===== src/rtl/quad_pkg.sv =====
// Shared types and Gray-code phase ordering for the quadrature step decoder.
package quad_pkg;

    typedef logic [1:0] phase_t;

    typedef enum logic [0:0] {
        SEED  = 1'b0,
        TRACK = 1'b1
    } fsm_t;

    // Clockwise phase sequence {A, B}: 00 -> 10 -> 11 -> 01 -> 00
    localparam phase_t CW_PH0 = 2'b00;
    localparam phase_t CW_PH1 = 2'b10;
    localparam phase_t CW_PH2 = 2'b11;
    localparam phase_t CW_PH3 = 2'b01;

    // Phase reached by one clockwise step from p
    function automatic phase_t next_cw(input phase_t p);
        phase_t n;
        case (p)
            CW_PH0:  n = CW_PH1;
            CW_PH1:  n = CW_PH2;
            CW_PH2:  n = CW_PH3;
            default: n = CW_PH0;
        endcase
        return n;
    endfunction

endpackage


===== src/rtl/quad_input_filter.sv =====
// Two-flop synchronizer plus persistence filter for one raw encoder line.
// 'settled' is sticky: set once the line has accepted a level or has matched
// the filtered level for FILTER_CYCLES consecutive cycles.
module quad_input_filter #(
    parameter int unsigned FILTER_CYCLES = 50_000
) (
    input  logic clk,
    input  logic reset,
    input  logic din,
    output logic filt,
    output logic settled
);

    localparam int unsigned CNT_W = $clog2(FILTER_CYCLES + 1);
    localparam logic [CNT_W-1:0] CNT_LAST = CNT_W'(FILTER_CYCLES - 1);

    logic             sync1_q, sync2_q;
    logic             filt_q, filt_d;
    logic             settled_q, settled_d;
    logic [CNT_W-1:0] diff_cnt_q, diff_cnt_d;
    logic [CNT_W-1:0] same_cnt_q, same_cnt_d;

    // Synchronize the asynchronous pin into the clk domain
    always_ff @(posedge clk or posedge reset) begin
        if (reset) begin
            sync1_q <= 1'b0;
            sync2_q <= 1'b0;
        end else begin
            sync1_q <= din;
            sync2_q <= sync1_q;
        end
    end

    // Count consecutive disagreement (accept) and agreement (settle) cycles
    always_comb begin
        filt_d     = filt_q;
        settled_d  = settled_q;
        diff_cnt_d = '0;
        same_cnt_d = same_cnt_q;
        if (sync2_q != filt_q) begin
            same_cnt_d = '0;
            if (diff_cnt_q == CNT_LAST) begin
                filt_d    = sync2_q;
                settled_d = 1'b1;
            end else begin
                diff_cnt_d = diff_cnt_q + CNT_W'(1);
            end
        end else if (!settled_q) begin
            if (same_cnt_q == CNT_LAST) begin
                settled_d = 1'b1;
            end else begin
                same_cnt_d = same_cnt_q + CNT_W'(1);
            end
        end
    end

    // Filter state registers
    always_ff @(posedge clk or posedge reset) begin
        if (reset) begin
            filt_q     <= 1'b0;
            settled_q  <= 1'b0;
            diff_cnt_q <= '0;
            same_cnt_q <= '0;
        end else begin
            filt_q     <= filt_d;
            settled_q  <= settled_d;
            diff_cnt_q <= diff_cnt_d;
            same_cnt_q <= same_cnt_d;
        end
    end

    assign filt    = filt_q;
    assign settled = settled_q;

endmodule


===== src/rtl/quadrature_step_decoder.sv =====
// Rotary encoder front-end: filters A/B, decodes Gray-code phase steps and
// emits one registered pulse per completed detent, or an error pulse on a
// double-bit phase jump.
module quadrature_step_decoder
    import quad_pkg::*;
#(
    parameter int unsigned FILTER_CYCLES     = 50_000,
    parameter int unsigned COUNTS_PER_DETENT = 4
) (
    input  logic clk,
    input  logic reset,
    input  logic enable,
    input  logic A,
    input  logic B,
    output logic clockwise,
    output logic counterclockwise,
    output logic error
);

    localparam int unsigned ACC_W = $clog2(COUNTS_PER_DETENT) + 2;
    localparam logic signed [ACC_W-1:0] ACC_POS = ACC_W'(COUNTS_PER_DETENT);
    localparam logic signed [ACC_W-1:0] ACC_NEG = -ACC_POS;

    logic   filt_a, filt_b;
    logic   settled_a, settled_b;
    phase_t cur_phase;

    fsm_t   state_q, state_d;
    phase_t phase_q, phase_d;
    logic signed [ACC_W-1:0] acc_q, acc_d, acc_step;
    logic   cw_q, cw_d;
    logic   ccw_q, ccw_d;
    logic   err_q, err_d;

    quad_input_filter #(.FILTER_CYCLES(FILTER_CYCLES)) u_filt_a (
        .clk     (clk),
        .reset   (reset),
        .din     (A),
        .filt    (filt_a),
        .settled (settled_a)
    );

    quad_input_filter #(.FILTER_CYCLES(FILTER_CYCLES)) u_filt_b (
        .clk     (clk),
        .reset   (reset),
        .din     (B),
        .filt    (filt_b),
        .settled (settled_b)
    );

    assign cur_phase = {filt_a, filt_b};

    // Seed/track FSM, step classification and detent accumulation
    always_comb begin
        state_d  = state_q;
        phase_d  = phase_q;
        acc_d    = acc_q;
        acc_step = acc_q;
        cw_d     = 1'b0;
        ccw_d    = 1'b0;
        err_d    = 1'b0;
        case (state_q)
            SEED: begin
                if (settled_a && settled_b) begin
                    phase_d = cur_phase;
                    acc_d   = '0;
                    state_d = TRACK;
                end
            end
            TRACK: begin
                if (cur_phase != phase_q) begin
                    phase_d = cur_phase;
                    if (cur_phase == next_cw(phase_q)) begin
                        acc_step = acc_q + ACC_W'(1);
                    end else if (phase_q == next_cw(cur_phase)) begin
                        acc_step = acc_q - ACC_W'(1);
                    end else begin
                        err_d    = 1'b1;
                        acc_step = '0;
                    end
                    if (acc_step == ACC_POS) begin
                        cw_d  = 1'b1;
                        acc_d = '0;
                    end else if (acc_step == ACC_NEG) begin
                        ccw_d = 1'b1;
                        acc_d = '0;
                    end else begin
                        acc_d = acc_step;
                    end
                end
            end
            default: state_d = SEED;
        endcase
        // Disabled: phase keeps tracking so re-enabling cannot produce a stale step
        if (!enable) begin
            acc_d = '0;
            cw_d  = 1'b0;
            ccw_d = 1'b0;
            err_d = 1'b0;
        end
    end

    // Decoder state and output registers
    always_ff @(posedge clk or posedge reset) begin
        if (reset) begin
            state_q <= SEED;
            phase_q <= CW_PH0;
            acc_q   <= '0;
            cw_q    <= 1'b0;
            ccw_q   <= 1'b0;
            err_q   <= 1'b0;
        end else begin
            state_q <= state_d;
            phase_q <= phase_d;
            acc_q   <= acc_d;
            cw_q    <= cw_d;
            ccw_q   <= ccw_d;
            err_q   <= err_d;
        end
    end

    assign clockwise        = cw_q;
    assign counterclockwise = ccw_q;
    assign error            = err_q;

endmodule

===== config.mk =====
export PLATFORM = sky130hd
export DESIGN_NAME = quadrature_step_decoder
export DESIGN_NICKNAME = d
export VERILOG_FILES = /design/src/rtl/quad_pkg.sv /design/src/rtl/quad_input_filter.sv /design/src/rtl/quadrature_step_decoder.sv
export SDC_FILE = /design/constraint.sdc
export NUM_CORES = 1
export LEC_CHECK = 0
export CAP_MARGIN = 30
export CORE_ASPECT_RATIO = 0.8
export CORE_MARGIN = 3
export CORE_UTILIZATION = 50
export DETAILED_ROUTE_END_ITERATION = 8
export PLACE_DENSITY = 0.66
export SKIP_CTS_REPAIR_TIMING = 1
export SYNTH_ARGS = -nofsm -noshare
export SYNTH_HDL_FRONTEND = slang
export SYNTH_SLANG_ARGS = --single-unit
export TNS_END_PERCENT = 50

===== constraint.sdc =====
create_clock -name clk -period 6.7 [get_ports clk]
set_clock_uncertainty 0.2 [all_clocks]
set_input_delay 1.675 -clock clk [delete_from_list [all_inputs] [get_ports clk]]
set_output_delay 1.675 -clock clk [all_outputs]
set_load 0.1 [all_outputs]

Yosys cells after proc, flatten, opt, wreduce, memory -nomap -nowiden
Cells that the tools add are included.
Widths: inputs -> output; s select.
- input bits: 5
- output and inout port bits: 3
- register bits: 82
- logic and storage cells: 113
- eq/ne operators: 25
- bitwise gates (word level): 1
- $add $sub $neg: 6
- multiplexer cells: 54
- reduce and logical (&&, ||, !) cells: 9
- operators with widths (kind ; count):
    $mux 16 ; 10
    $add 16x1->16 const B ; 4
    $eq 16x16->1 const B ; 4
    $mux 4 ; 9
    $mux 1 ; 24
    $mux 2 ; 7
    $pmux 2 s3 ; 2
    $reduce_and 2->1 ; 6
    $ne 2x2->1 const B ; 5
    $eq 2x2->1 const B ; 4
    $pmux 4 s2 ; 1
    $ne 2x1->1 const B ; 3
    $add 4x2->4 const B ; 1
    $eq 2x2->1 ; 2
    $eq 4x3->1 const B ; 1
    $eq 4x4->1 const B ; 1
    $logic_not 2->1 ; 2
    $pmux 2 s2 ; 1
    $sub 4x2->4 const B ; 1
    $ne 3x2->1 const B ; 1
    $ne 3x3->1 const B ; 1
    $ne 1x1->1 ; 2
    $ne 2x2->1 ; 1
    $logic_and 1x1->1 ; 1
    $not 1->1 ; 1

Logic depth before layout (Yosys ltp)
- depth after elaboration: 19
- depth in mapped cells: 7

Modules after synthesis
Synthesis repeated with hierarchy kept, for this count alone.
- cell total of the unflattened synthesis: 419
- area total of the unflattened synthesis: 4162.7 µm²
- modules (own cells, without submodules) (module ; area an instance (µm²) ; cells an instance ; instances):
    quad_input_filter ; 1788.0 ; 178 ; 2
    quadrature_step_decoder ; 586.8 ; 63 ; 1

Least setup slack after synthesis
Ideal clock, no wire load.
- kind: register to output
- start point: register cw_q (netlist: clockwise)
- end point: output port clockwise
- stages on the path, launching flop included: 1
- slack: 3.942 ns
- required time: 4.825 ns
- arrival time: 0.883 ns
- cells stage by stage: dfrtp_1
- RTL lines (element ; RTL line ; text):
    start, declared ; quadrature_step_decoder.sv:31 ; logic cw_q, cw_d;
    start signal, assigned ; quadrature_step_decoder.sv:116 ; cw_q <= cw_d;
    end, declared ; quadrature_step_decoder.sv:15 ; output logic clockwise,
No word-level cell between the ends.

Final worst setup path
- start point: register cw_q (netlist: clockwise)
- end point: output port clockwise
No word-level cell between the ends.

==> flow_metrics.env <==
export IMPL_cp_required_ns=4.83
export IMPL_yosysMostFrequentCell="dfrtp_1"
export IMPL_path_class="reg -> out"
export IMPL_hold_worst_slack_ns=0.161
export IMPL_io_buffers=7
export IMPL_vias=2726
export IMPL_syn_inst=394
export IMPL_rows=28
export IMPL_grt_pass1_vias=2627
export IMPL_cts_clk_slew_worst_paths_ns=0.08
export IMPL_hold_violations=0
export IMPL_cp_slowest_cell="clkdlybuf4s50_1"
export IMPL_syn_to_final_growth_pct=10.0
export IMPL_cts_buffers_inserted=9
export IMPL_synth_seq_cells=82
export IMPL_report_final_slew_viol_count=0
export IMPL_ys_flop_type="dfrtp_1"
export IMPL_critPathArrivalTime_ns=1.80
export IMPL_grt_max_degree=74
export IMPL_drc=0
export IMPL_ys_types=49
export IMPL_outcome="finished clean"
export IMPL_grt_usage_pct=16.9
export IMPL_grt_pass1_wl_mm=12.4
export IMPL_min_path_type="reg -> reg"
export IMPL_synth_area_per_cell_um2=10.1
export IMPL_setup_viol=0
export IMPL_end_kind="primary output"
export IMPL_power_leakage_nw=1.84
export IMPL_cts_sinks=82
export IMPL_relSlewSlack_pct=35.8
export IMPL_avgRoutedWirePerCell_um=13.3
export IMPL_crit_path_max_fanout=1
export IMPL_design_die_area_um2=9110
export IMPL_chipWidth_um=106
export IMPL_drt_wl_total_mm=6.87
export IMPL_drv_cap=0
export IMPL_peakVddDrop_mv=0.137
export IMPL_tns_ns=0
export IMPL_gp_congestion=0.820
export IMPL_period_needed_ns=3.67
export IMPL_insertion_delay_ns=0.35
export IMPL_synthesis_nets=405
export IMPL_yosysTopAreaCell="dfrtp_1"
export IMPL_grt_util_met2_pct=23.5
export IMPL_synthTopCellsByCount="82 x dfrtp_1, 67 x nor2_1, 36 x nand2_1"
export IMPL_slowest_delay_ns=1.12
export IMPL_crit_chain="clkdlybuf4s50_1"
export IMPL_cts_tree="yes"
export IMPL_synthTopCellsByArea="dfrtp_1 51%, xor2_1 7.7%, nor2_1 6.3%, xnor2_1 5.9%, nand3_1 3.5%"
export IMPL_fmax_mhz=272
export IMPL_layout_drive_gt1_share_pct=7.54
export IMPL_grt_setup_unrepaired="false"
export IMPL_cts_max_level=3
export IMPL_drt_iter0_drc=126
export IMPL_clock_path_buffers=2
export IMPL_p_per_area_nw_per_um2=212
export IMPL_die_y_um=86.0
export IMPL_antenna_found_initial=0
export IMPL_grt_ovfl_total=0
export IMPL_drtAntennaViolNets=0
export IMPL_root_buffer="clkbuf_8"
export IMPL_synth_top_area_share_pct=51.3
export IMPL_nets=417
export IMPL_finalCritPeriodShare_pct=54.8
export IMPL_crit_family="buffers and inverters"
export IMPL_synth_async_sr_flop_share_pct=100
export IMPL_use_met1_pct=25.1
export IMPL_drt_first_pass_iters=4
export IMPL_antennaDiodeCount=0
export IMPL_vias_per_cell=5.28
export IMPL_io_pins=8
export IMPL_cp_buffers_inverters=1
export IMPL_tightestPinTransition_ns=0.960
export IMPL_core_um2=7570
export IMPL_grtUsageMet3_pct=4.97
export IMPL_hpwlAfterDp_mm=4.68
export IMPL_syn_area_um2=4000
export IMPL_busiest_layer="met1"
export IMPL_synth_warnings=0
export IMPL_synth_enable_flop_cells=0
export IMPL_ys_seq_area_share_pct=51.3
export IMPL_startpoint_type="flop"
export IMPL_initial_core_util_pct=52.8
==> layout by cell type (no fill, tap or decap), types with 2 or more instances in the layout <==
cell type / synthesis / final
dfrtp_1: 82 / 82
nor2_1: 67 / 67
nand2_1: 36 / 36
xor2_1: 35 / 35
nand3_1: 28 / 28
xnor2_1: 27 / 27
nor3_1: 12 / 12
and3_1: 11 / 11
nand4_1: 10 / 10
clkbuf_8: 0 / 10
inv_1: 9 / 8
clkdlybuf4s50_1: 0 / 7
a21oi_1: 6 / 6
ha_1: 6 / 6
nor4b_1: 5 / 5
nor4_1: 4 / 4
and4_1: 4 / 4
xor2_2: 3 / 3
nor4bb_1: 3 / 3
o21ai_0: 3 / 3
a21o_1: 2 / 2
mux2_2: 2 / 2
nor4_2: 2 / 2
o31ai_1: 2 / 2
nand2b_1: 2 / 2
nor3b_2: 2 / 2
o21ai_1: 2 / 2
clkbuf_1: 5 / 2
bufinv_16: 0 / 2
clkinvlp_4: 0 / 2
==> layer usage <==
| metal | vias up | part of all wire [%] | wire [um] |
|---|---|---|---|
| li1 | 1370 | - | - |
| met1 | 1317 | 54 | 3730 |
| met2 | 31 | 41 | 2840 |
| met3 | 8 | 3.2 | 223 |
| met4 | 0 | 1.0 | 70 |
| met5 | - | 0 | 0 |
==> flip-flops by register name, summed over array words and instances (netlist names), 2 cells and up <==
signal,count
u_filt_b.same_cnt_q,16
u_filt_a.same_cnt_q,16
u_filt_b.diff_cnt_q,16
phase_q,2
acc_q,4
u_filt_a.diff_cnt_q,16
==> metrics by stage <==
| stage | instances | cell area (um2) | setup slack [ns] | power [W] | util [%] |
|---|---|---|---|---|---|
| CTS | 516 | 4400 | 2.99 | 0.000949 | 58.2 |
| global route | 516 | 4400 | 2.96 | 0.000977 | 58.2 |
| finish | 516 | 4400 | 3.03 | 0.000933 | 58.2 |
| global placement | 500 | 4180 | 3.40 | 0.000555 | 55.2 |
| floorplan | 394 | 4000 | 2.72 | 0.000543 | - |
| detailed placement | 500 | 4180 | 3.39 | 0.000555 | 55.2 |
==> worst paths after layout <==
kind                                       start                      end  slack [ns]  depth (start not counted)
worst max-delay path                   clockwise                clockwise        3.03                          1
worst min-delay path            u_filt_b.sync1_q         u_filt_b.sync2_q        0.16                          0
worst max register to register     u_filt_b.filt         u_filt_b.settled        4.36                          3
worst min register to register  u_filt_b.sync1_q         u_filt_b.sync2_q        0.16                          0
max in group asynchronous                  reset                 acc_q[2]        3.87                          3
min in group asynchronous                  reset  u_filt_a.diff_cnt_q[12]        1.33                          2
==> logic make-up after synthesis <==
group,count (synthesis),synth area share [%]
AOI/OAI and AO/OA,25,4.41
xor gates and xnor gates,66,15.2
adders and majority gates,6,1.88
buffers and inverters,16,1.56
DFF,82,51.3
muxes,3,0.813
and+or+nand+nor,196,24.8
==> final cells by class <==
cell class                      instances  area [um2]
Sequential cell                        82        2050
Clock buffer                           12         145
Fill cell                             697        3170
Timing Repair Buffer                    8        77.6
Clock inverter                          4        75.1
Inverter                                9        35.0
Tap cell                              105         131
Multi-Input combinational cell        296        1880
==> report_power, final <==
part           switching (W)  internal [W]  leakage [nW]  total [W]
clock               0.000169      0.000220         0.103   0.000389
sequential        0.00000808      0.000501          1.12   0.000509
combinational      0.0000243     0.0000107         0.618  0.0000351
total               0.000201      0.000732          1.84   0.000933
Note: power is estimated with default switching activity, not from simulation.
